$ cat src/rtl/vga_pkg.sv
// Shared widths, raster defaults and colours for the square renderer.
// Latency: n/a (declarations and one pure function).
// Backpressure: n/a.
package vga_pkg;

  localparam int H_ACTIVE_DEF = 640;
  localparam int V_ACTIVE_DEF = 480;

  localparam int X_W    = 10;
  localparam int Y_W    = 9;
  localparam int ADDR_W = 19;
  localparam int RGB_W  = 24;

  // Width used for position arithmetic so x+size and x-step never wrap.
  localparam int POS_W  = 11;

  localparam logic [RGB_W-1:0] SQ_COLOR_DEF = 24'hFF0000;
  localparam logic [RGB_W-1:0] BG_COLOR_DEF = 24'h000040;

  // Pending direction requests collected across a frame.
  typedef struct packed {
    logic up;
    logic down;
    logic left;
    logic right;
  } move_t;

  // Move pos by +step (inc only) or -step (dec only), then clamp to [0, lim].
  // One guard bit above POS_W acts as the sign, so underflow clamps to 0.
  function automatic logic [POS_W-1:0] step_clamp(
    input logic [POS_W-1:0] pos,
    input logic             inc,
    input logic             dec,
    input logic [POS_W-1:0] step,
    input logic [POS_W-1:0] lim
  );
    logic [POS_W:0] n;
    n = {1'b0, pos};
    if (inc && !dec) begin
      n = n + {1'b0, step};
    end else if (dec && !inc) begin
      n = n - {1'b0, step};
    end
    if (n[POS_W]) begin
      step_clamp = '0;
    end else if (n[POS_W-1:0] > lim) begin
      step_clamp = lim;
    end else begin
      step_clamp = n[POS_W-1:0];
    end
  endfunction

endpackage

$ cat src/rtl/vga_pixel_tracker.sv
// Recovers raster x/y from the controller's linear address and flags frame start.
// Latency: x/y/frame_tick valid one cycle after the ADDR that produced them.
// Backpressure: none; follows ADDR every pixel clock.
module vga_pixel_tracker
  import vga_pkg::*;
#(
  parameter int H_ACTIVE = H_ACTIVE_DEF,
  parameter int V_ACTIVE = V_ACTIVE_DEF
) (
  input  logic              iVGA_CLK,
  input  logic              iRST_n,
  input  logic [ADDR_W-1:0] ADDR,
  output logic [X_W-1:0]    x,
  output logic [Y_W-1:0]    y,
  output logic              frame_tick
);

  localparam logic [X_W-1:0] X_LAST = X_W'(H_ACTIVE - 1);
  localparam logic [Y_W-1:0] Y_LAST = Y_W'(V_ACTIVE - 1);

  logic [ADDR_W-1:0] addr_q;

  // Address history and frame-start pulse; addr_q resets to 0 so no tick
  // fires after reset until the address has left 0 at least once.
  always_ff @(posedge iVGA_CLK or negedge iRST_n) begin
    if (!iRST_n) begin
      addr_q     <= '0;
      frame_tick <= 1'b0;
    end else begin
      addr_q     <= ADDR;
      frame_tick <= (ADDR == '0) && (addr_q != '0);
    end
  end

  // Position counters: restart at address 0, advance on any address change,
  // hold while the address is held (blanking). y saturates on the last line.
  always_ff @(posedge iVGA_CLK or negedge iRST_n) begin
    if (!iRST_n) begin
      x <= '0;
      y <= '0;
    end else if (ADDR == '0) begin
      x <= '0;
      y <= '0;
    end else if (ADDR != addr_q) begin
      if (x == X_LAST) begin
        x <= '0;
        if (y != Y_LAST) begin
          y <= y + 1'b1;
        end
      end else begin
        x <= x + 1'b1;
      end
    end
  end

endmodule

$ cat src/rtl/vga_square_renderer.sv
// Pixel source drawing a button-movable solid square over a flat background.
// Latency: ADDR sampled at edge k gives rgb_data_raw after edge k+1 (flopped output).
// Backpressure: none; moves are queued as pending flags and applied once per frame.
module vga_square_renderer
  import vga_pkg::*;
#(
  parameter int               H_ACTIVE = H_ACTIVE_DEF,
  parameter int               V_ACTIVE = V_ACTIVE_DEF,
  parameter int               SQ_SIZE  = 32,
  parameter int               STEP     = 4,
  parameter logic [RGB_W-1:0] SQ_COLOR = SQ_COLOR_DEF,
  parameter logic [RGB_W-1:0] BG_COLOR = BG_COLOR_DEF
) (
  input  logic              iVGA_CLK,
  input  logic              iRST_n,
  input  logic [ADDR_W-1:0] ADDR,
  input  logic              btn_up,
  input  logic              btn_down,
  input  logic              btn_left,
  input  logic              btn_right,
  output logic [RGB_W-1:0]  rgb_data_raw,
  output logic [X_W-1:0]    sq_x,
  output logic [Y_W-1:0]    sq_y,
  output logic              frame_tick
);

  localparam logic [X_W-1:0]   SQ_X_INIT = X_W'((H_ACTIVE - SQ_SIZE) / 2);
  localparam logic [Y_W-1:0]   SQ_Y_INIT = Y_W'((V_ACTIVE - SQ_SIZE) / 2);
  localparam logic [POS_W-1:0] X_MAX     = POS_W'(H_ACTIVE - SQ_SIZE);
  localparam logic [POS_W-1:0] Y_MAX     = POS_W'(V_ACTIVE - SQ_SIZE);
  localparam logic [POS_W-1:0] STEP_W    = POS_W'(STEP);
  localparam logic [POS_W-1:0] SIZE_W    = POS_W'(SQ_SIZE);

  logic [X_W-1:0] x;
  logic [Y_W-1:0] y;
  move_t          btn;
  move_t          pend;
  logic           in_x;
  logic           in_y;

  vga_pixel_tracker #(
    .H_ACTIVE (H_ACTIVE),
    .V_ACTIVE (V_ACTIVE)
  ) u_tracker (
    .iVGA_CLK   (iVGA_CLK),
    .iRST_n     (iRST_n),
    .ADDR       (ADDR),
    .x          (x),
    .y          (y),
    .frame_tick (frame_tick)
  );

  assign btn = '{up: btn_up, down: btn_down, left: btn_left, right: btn_right};

  // Collect direction requests; the apply cycle clears them (and drops any
  // press in that single cycle), so each frame starts with a clean slate.
  always_ff @(posedge iVGA_CLK or negedge iRST_n) begin
    if (!iRST_n) begin
      pend <= '0;
    end else if (frame_tick) begin
      pend <= '0;
    end else begin
      pend <= pend | btn;
    end
  end

  // Square position moves only in the cycle after frame start, so a frame
  // is always drawn with one position (no tearing).
  always_ff @(posedge iVGA_CLK or negedge iRST_n) begin
    if (!iRST_n) begin
      sq_x <= SQ_X_INIT;
      sq_y <= SQ_Y_INIT;
    end else if (frame_tick) begin
      sq_x <= X_W'(step_clamp({1'b0, sq_x}, pend.right, pend.left, STEP_W, X_MAX));
      sq_y <= Y_W'(step_clamp({2'b00, sq_y}, pend.down, pend.up, STEP_W, Y_MAX));
    end
  end

  // Square hit test, one bit wider than the coordinates so edge+size cannot wrap.
  always_comb begin
    in_x = 1'b0;
    in_y = 1'b0;
    in_x = ({1'b0, x} >= {1'b0, sq_x}) &&
           ({1'b0, x} < ({1'b0, sq_x} + SIZE_W));
    in_y = ({2'b00, y} >= {2'b00, sq_y}) &&
           ({2'b00, y} < ({2'b00, sq_y} + SIZE_W));
  end

  // Colour register: the controller samples on the falling edge, so the
  // output must come straight from a flop.
  always_ff @(posedge iVGA_CLK or negedge iRST_n) begin
    if (!iRST_n) begin
      rgb_data_raw <= '0;
    end else begin
      rgb_data_raw <= (in_x && in_y) ? SQ_COLOR : BG_COLOR;
    end
  end

endmodule

$ cat config.mk
export PLATFORM = sky130hd
export DESIGN_NAME = vga_square_renderer
export DESIGN_NICKNAME = d
export VERILOG_FILES = /design/src/rtl/vga_pkg.sv /design/src/rtl/vga_pixel_tracker.sv /design/src/rtl/vga_square_renderer.sv
export SDC_FILE = /design/constraint.sdc
export NUM_CORES = 1
export LEC_CHECK = 0
export ABC_AREA = 1
export BUFFER_PORTS_ARGS = -buffer_cell sky130_fd_sc_hd__buf_2
export CORE_ASPECT_RATIO = 1.2
export CORE_MARGIN = 2
export CORE_UTILIZATION = 62
export DETAILED_ROUTE_END_ITERATION = 16
export PLACE_DENSITY = 0.91
export REMOVE_ABC_BUFFERS = 1
export SETUP_SLACK_MARGIN = 0.15
export SYNTH_ARGS = -nofsm -noshare
export SYNTH_HDL_FRONTEND = slang
export SYNTH_SLANG_ARGS = --single-unit
$ cat constraint.sdc
create_clock -name iVGA_CLK -period 5.9 [get_ports iVGA_CLK]
set_input_delay 0.59 -clock iVGA_CLK [delete_from_list [all_inputs] [get_ports iVGA_CLK]]
set_output_delay 0.59 -clock iVGA_CLK [all_outputs]
set_load 0.05 [all_outputs]
After elaboration in Yosys (flattened, before gate mapping)
Cells that the tools add are included.

Reduce and logical (&&, ||, !) cells: 18. Muxes and demuxes: 19. Bitwise logic cells: 1. Add/subtract/negate cells: 8. Magnitude comparators: 6. Eq/ne operators: 3.

Operators with widths (number): 12-bit 2-to-1 mux (6); 9-bit 2-to-1 mux (6); 10-bit 2-to-1 mux (5); 24-bit 2-to-1 mux (1); 19-bit zero test (1); 19-bit inequality test (1); 19-bit nonzero test (1); 10-bit by 3-bit adder with 11-bit output, second input constant (1); 10-bit by 6-bit adder with 11-bit output, second input constant (1); 11-bit by 10-bit > comparator with 1-bit output, second input constant (1); 11-bit by 9-bit > comparator with 1-bit output, second input constant (1); 10-bit by 11-bit < comparator with 1-bit output (1); 10-bit by 3-bit subtractor with 11-bit output, second input constant (1); 10-bit by 1-bit adder with 10-bit output, second input constant (1); 9-bit by 3-bit adder with 10-bit output, second input constant (1); 9-bit by 6-bit adder with 10-bit output, second input constant (1); 10-bit == test, second input constant (1); 10-bit >= comparator (1); 9-bit by 10-bit < comparator with 1-bit output (1); 9-bit by 3-bit subtractor with 10-bit output, second input constant (1); 9-bit by 1-bit adder with 9-bit output, second input constant (1); 9-bit >= comparator (1); 9-bit inequality test, second input constant (1); 1-bit logical AND (8); 5 further kinds (10).

Output and inout port bits: 44. Word-level logic and storage cells: 66. Flip-flop bits (word level): 86.

Longest topological paths before layout
Depth after elaboration: 8. Depth in mapped cells: 15. Mapped depth without buffers: 15.

Cells and area by module
A second synthesis with hierarchy kept.

Cells, all modules: 632. Area, all modules: 4687.0 um2.

By module, submodules not included: vga_square_renderer (seq. area each 533.0 um2, cells an instance 351, instances 1, area an instance 2512.4 um2); vga_pixel_tracker (seq. area each 975.9 um2, cells an instance 281, instances 1, area an instance 2174.6 um2).

Least setup slack after synthesis
Ideal clock, no wire load.

Kind: register to register. Start point: reg sq_x[5]. End point: reg rgb_data_raw[22]. Clock period less this slack: 2186 ps. Path slack: 3714 ps. Library setup time: 117 ps. Stages on the path, launching flop included: 13. Path buffers: 0. Data arrival time: 2070 ps. Cells stage by stage: dfstp_2 > inv_1 > ha_1 > inv_1 > ha_1 > inv_1 > nor2_1 > inv_1 > o21a_1 > nor2_1 > nor2_1 > nand4_1 > inv_1.

Cells in the longest elaborated chain, start to end: 5.

Ends and longest elaborated chain: start, declared (line vga_square_renderer.sv:22) `output logic [X_W-1:0] sq_x,`; start signal, assigned (line vga_square_renderer.sv:74) `sq_x <= X_W'(step_clamp({1'b0, sq_x}, pend.right, pend.left, STEP_W, X_MAX));`; 10-bit by 6-bit adder with 11-bit output (line vga_square_renderer.sv:84) `({1'b0, x} < ({1'b0, sq_x} + SIZE_W));`; 10-bit by 11-bit < comparator with 1-bit output (line vga_square_renderer.sv:84); 1-bit logical AND * (line vga_square_renderer.sv:83) `in_x = ({1'b0, x} >= {1'b0, sq_x}) &&`; 1-bit logical AND * (line vga_square_renderer.sv:95) `rgb_data_raw <= (in_x && in_y) ? SQ_COLOR : BG_COLOR;`; 24-bit 2-to-1 mux * (line vga_square_renderer.sv:95); end signal, assigned (line vga_square_renderer.sv:95); end, declared (line vga_square_renderer.sv:21) `output logic [RGB_W-1:0] rgb_data_raw,`.

Every way passes the cells marked *; elsewhere a longest branch is shown, timed or not. A chain may end at the register's enable or synchronous reset.

Worst setup path in the final report
Ends and elaborated chain as after synthesis.

==> flow_summary.yaml <==
worst_setup_path:
  crit_fanout: 8
  path_buf_inv: 1
  crit_family: "flip-flops"
  crit_arrival_ns: 2.46
  critical_path_class: "register to register"
  slowest_delay_ns: 0.61
  path_cells: "ha_1 -> nand3_1 -> xor2_1 -> ha_1 -> nand4_1 -> nor3_1 -> o21ai_0 -> nand4_1 -> inv_1"
  required_ns: 6.14
  end_kind: "register"
  worst_setup_path_start_kind: "register"
  cp_slowest_cell: "dfstp_2"
sta:
  rsz0062_at_grt: "false"
  setup_tns_ns: 0
  setup_viol: 0
  period_needed_ns: 2.217
  setup_slack_ns: 3.683
  max_freq_ghz: 0.4511
  hold_viol: 0
  post-route-period-util: 0.3757
  finalMaxSlewViolations: 0
  clock_skew_ns: 0.006415
  max_slew_margin: 0.4992
  tightestPinTransition_ns: 0.7511
logic_synthesis:
  synth_compound_area_frac: 0.07742
  yosysTopAreaCell: "dfrtp_1"
  syn-mean-instance-area_um2: 7.653
  ys_ff_latch: 60
  synth_top_area_frac: 0.3018
  synth_cell_types: 39
  synth-simple-area-share: 0.2940
  seq_area_frac_synth: 0.3371
  synthAdderAreaFrac: 0.1062
  synth.area.top_cells: "dfrtp_1 30%, ha_1 11%, nand2_1 10%"
  netlist_instances: 585
  synthMuxAreaShare: 0
  synth_top_family_by_area: "simple AND/OR/NAND/NOR gates"
  synth_area_um2: 4477
  yosys.area_share.xor_xnor: 0.07993
  yosys_warnings: 0
layout:
  fin_nets: 691
  final_common_cell: "nand2_1"
  final_cell_mix: "121 x nand2_1, 60 x nor2_1, 55 x inv_1, 54 x dfrtp_1, 51 x nand3_1"
  seq_area_um2: 1509
  n_antenna_cell: 0
  fillers: 556
  multi_input_area_um2: 2567
  area_growth_pct: 9.083
  drive_above_1_share: 0.1611
global_route:
  first_global_vias: 3792
  grt_overflow_total: 0
  grtUsageTotal: 0.2607
  grt_start_max_net_pins: 61
  antenna_found_initial: 0
  grt_pass1_wl_mm: 16.31
routing:
  drt_wl_total_mm: 9.798
  wl_per_cell_um: 13.61
  drt_pre_antenna_iters: 5
  drtIter0Drc: 171
  ant_nets: 0
  num_vias: 4024
  via_per_inst: 5.589
  drc: 0
power:
  powerDensity_nw_per_um2: 212.6
  total_power_mw: 1.038
  peakVddDrop_uv: 217.6
  p_leak_nw: 2.502
clock_tree:
  cts_tree: "built"
  cts_setup_buffers: 0
  cts_root_buf: "clkbuf_8"
  cts-resized-gates: 0
  ctsLongestPathBuffers: 2
  clk_latency_ns: 0.35
  numCtsBuffers: 9
  htreeDepth: 3
  cts_hold_buf: 0
  path_clk_slew_ns: 0.08
  cts.sinks: 60
placement:
  gp_congestion: 0.9490
  dpl.hpwl_mm: 7.413
  io_buffers: 49
  dpl_worst_slack_ns: 3.456
floorplanning:
  dieWidth_um: 81.57
  die_h_um: 97.09
  fp.coreArea_um2: 6895
  num_rows: 33
  start_util: 0.6492
  die-area_um2: 7919
  pin_count: 69
job:
  drv_cap: 0
run_status:
  status: "complete, no violations"
worst_hold_path:
  hp-class: "primary input to asynchronous set/reset pin"
[per-stage QoR]
step	std cells	utilization	instance area, um^2	hold WS, ns
after detailed placement	704	0.6757	4659	0.4925
after floorplan	567	-	4298	0.2944
after CTS	720	0.7082	4883	0.3689
final	720	0.7082	4883	0.3745
after global placement	704	0.6757	4659	0.4816
after global routing	720	0.7082	4883	0.3750
[path summary, 6_finish.rpt]
kind | startpoint | endpoint | slack [ns] | cells after the start
setup reg to reg | sq_x[5] | rgb_data_raw[22] | 3.68 | 9
min in group iVGA_CLK | ADDR[1] | u_tracker.addr_q[1] | 0.38 | 1
hold / removal | iRST_n | sq_y[3] | 0.37 | 2
hold reg to reg | pend[3] | pend[3] | 0.51 | 2
max in group asynchronous | iRST_n | u_tracker.y[8] | 5.01 | 2
setup / recovery | sq_x[5] | rgb_data_raw[22] | 3.68 | 9
[synthesized netlist by cell type (all sizes together)]
library cell  instances
nand3b                1
xor2                 23
buf                  33
a21oi                20
clkinv                1
and2                  1
xnor2                17
nor4                  6
nand3                52
and3                  1
clkbuf                3
nor3                 14
nand4                15
nand2               131
inv                  58
o2111ai               2
a211oi                1
nor2                 66
or2                   3
dfrtp                54
o22ai                 4
a41oi                 1
ha                   38
conb                  1
a31oi                 1
o21a                  1
o21ai                31
dfstp                 6
[report_power, final]
group	leakage, nW	switching [mW]	internal [mW]
Clock	0.102	0.182	0.240
Sequential	0.717	0.0215	0.429
Combinational	1.68	0.107	0.0591
Total	2.50	0.311	0.727
[routing by layer]
| metal | vias to the layer above | part of all wire | global-route usage | routed length [um] |
|---|---|---|---|---|
| li1 | 1960 | - | - | - |
| met3 | 26 | 0.041 | 0.03625 | 398 |
| met4 | 0 | 0.029 | 0.1321 | 285 |
| met5 | - | 0 | 0 | 0 |
| met2 | 132 | 0.52 | 0.4540 | 5077 |
| met1 | 1906 | 0.41 | 0.3040 | 4036 |
[final cells by class]
class,count,share of cell area
multi-input combinational,448,0.5257
sequential,60,0.3090
tap,87,0.02229
inverter,59,0.04535
clock inverter,7,0.02050
timing repair buffer,50,0.05176
clock buffer,9,0.02537
[cells by family after synthesis]
| logic type | count (synthesis) |
|---|---|
| other | 1 |
| buffers and inverters | 95 |
| adder cells (fa/ha/maj) | 38 |
| AO/OA/AOI/OAI | 61 |
| flip-flops | 60 |
| XOR/XNOR | 40 |
| AND/OR/NAND/NOR | 290 |
[flip-flops by register name, summed over array words and instances, names as in the netlist]
name / count
pend: 4
rgb_data_raw: 2
sq_x: 8
sq_y: 7
u_tracker.addr_q: 19
u_tracker.frame_tick: 1
u_tracker.x: 10
u_tracker.y: 9
[worst register-to-register path: cells and delay by family (launching register included)]
kind	cells	cell delay [ns]
flops	1	0.61
simple gates	4	0.58
fa+ha+maj	2	0.56
xor+xnor	1	0.17
compound gates	1	0.14
buf+inv	1	0.05
(Power assumes the default switching activity.)
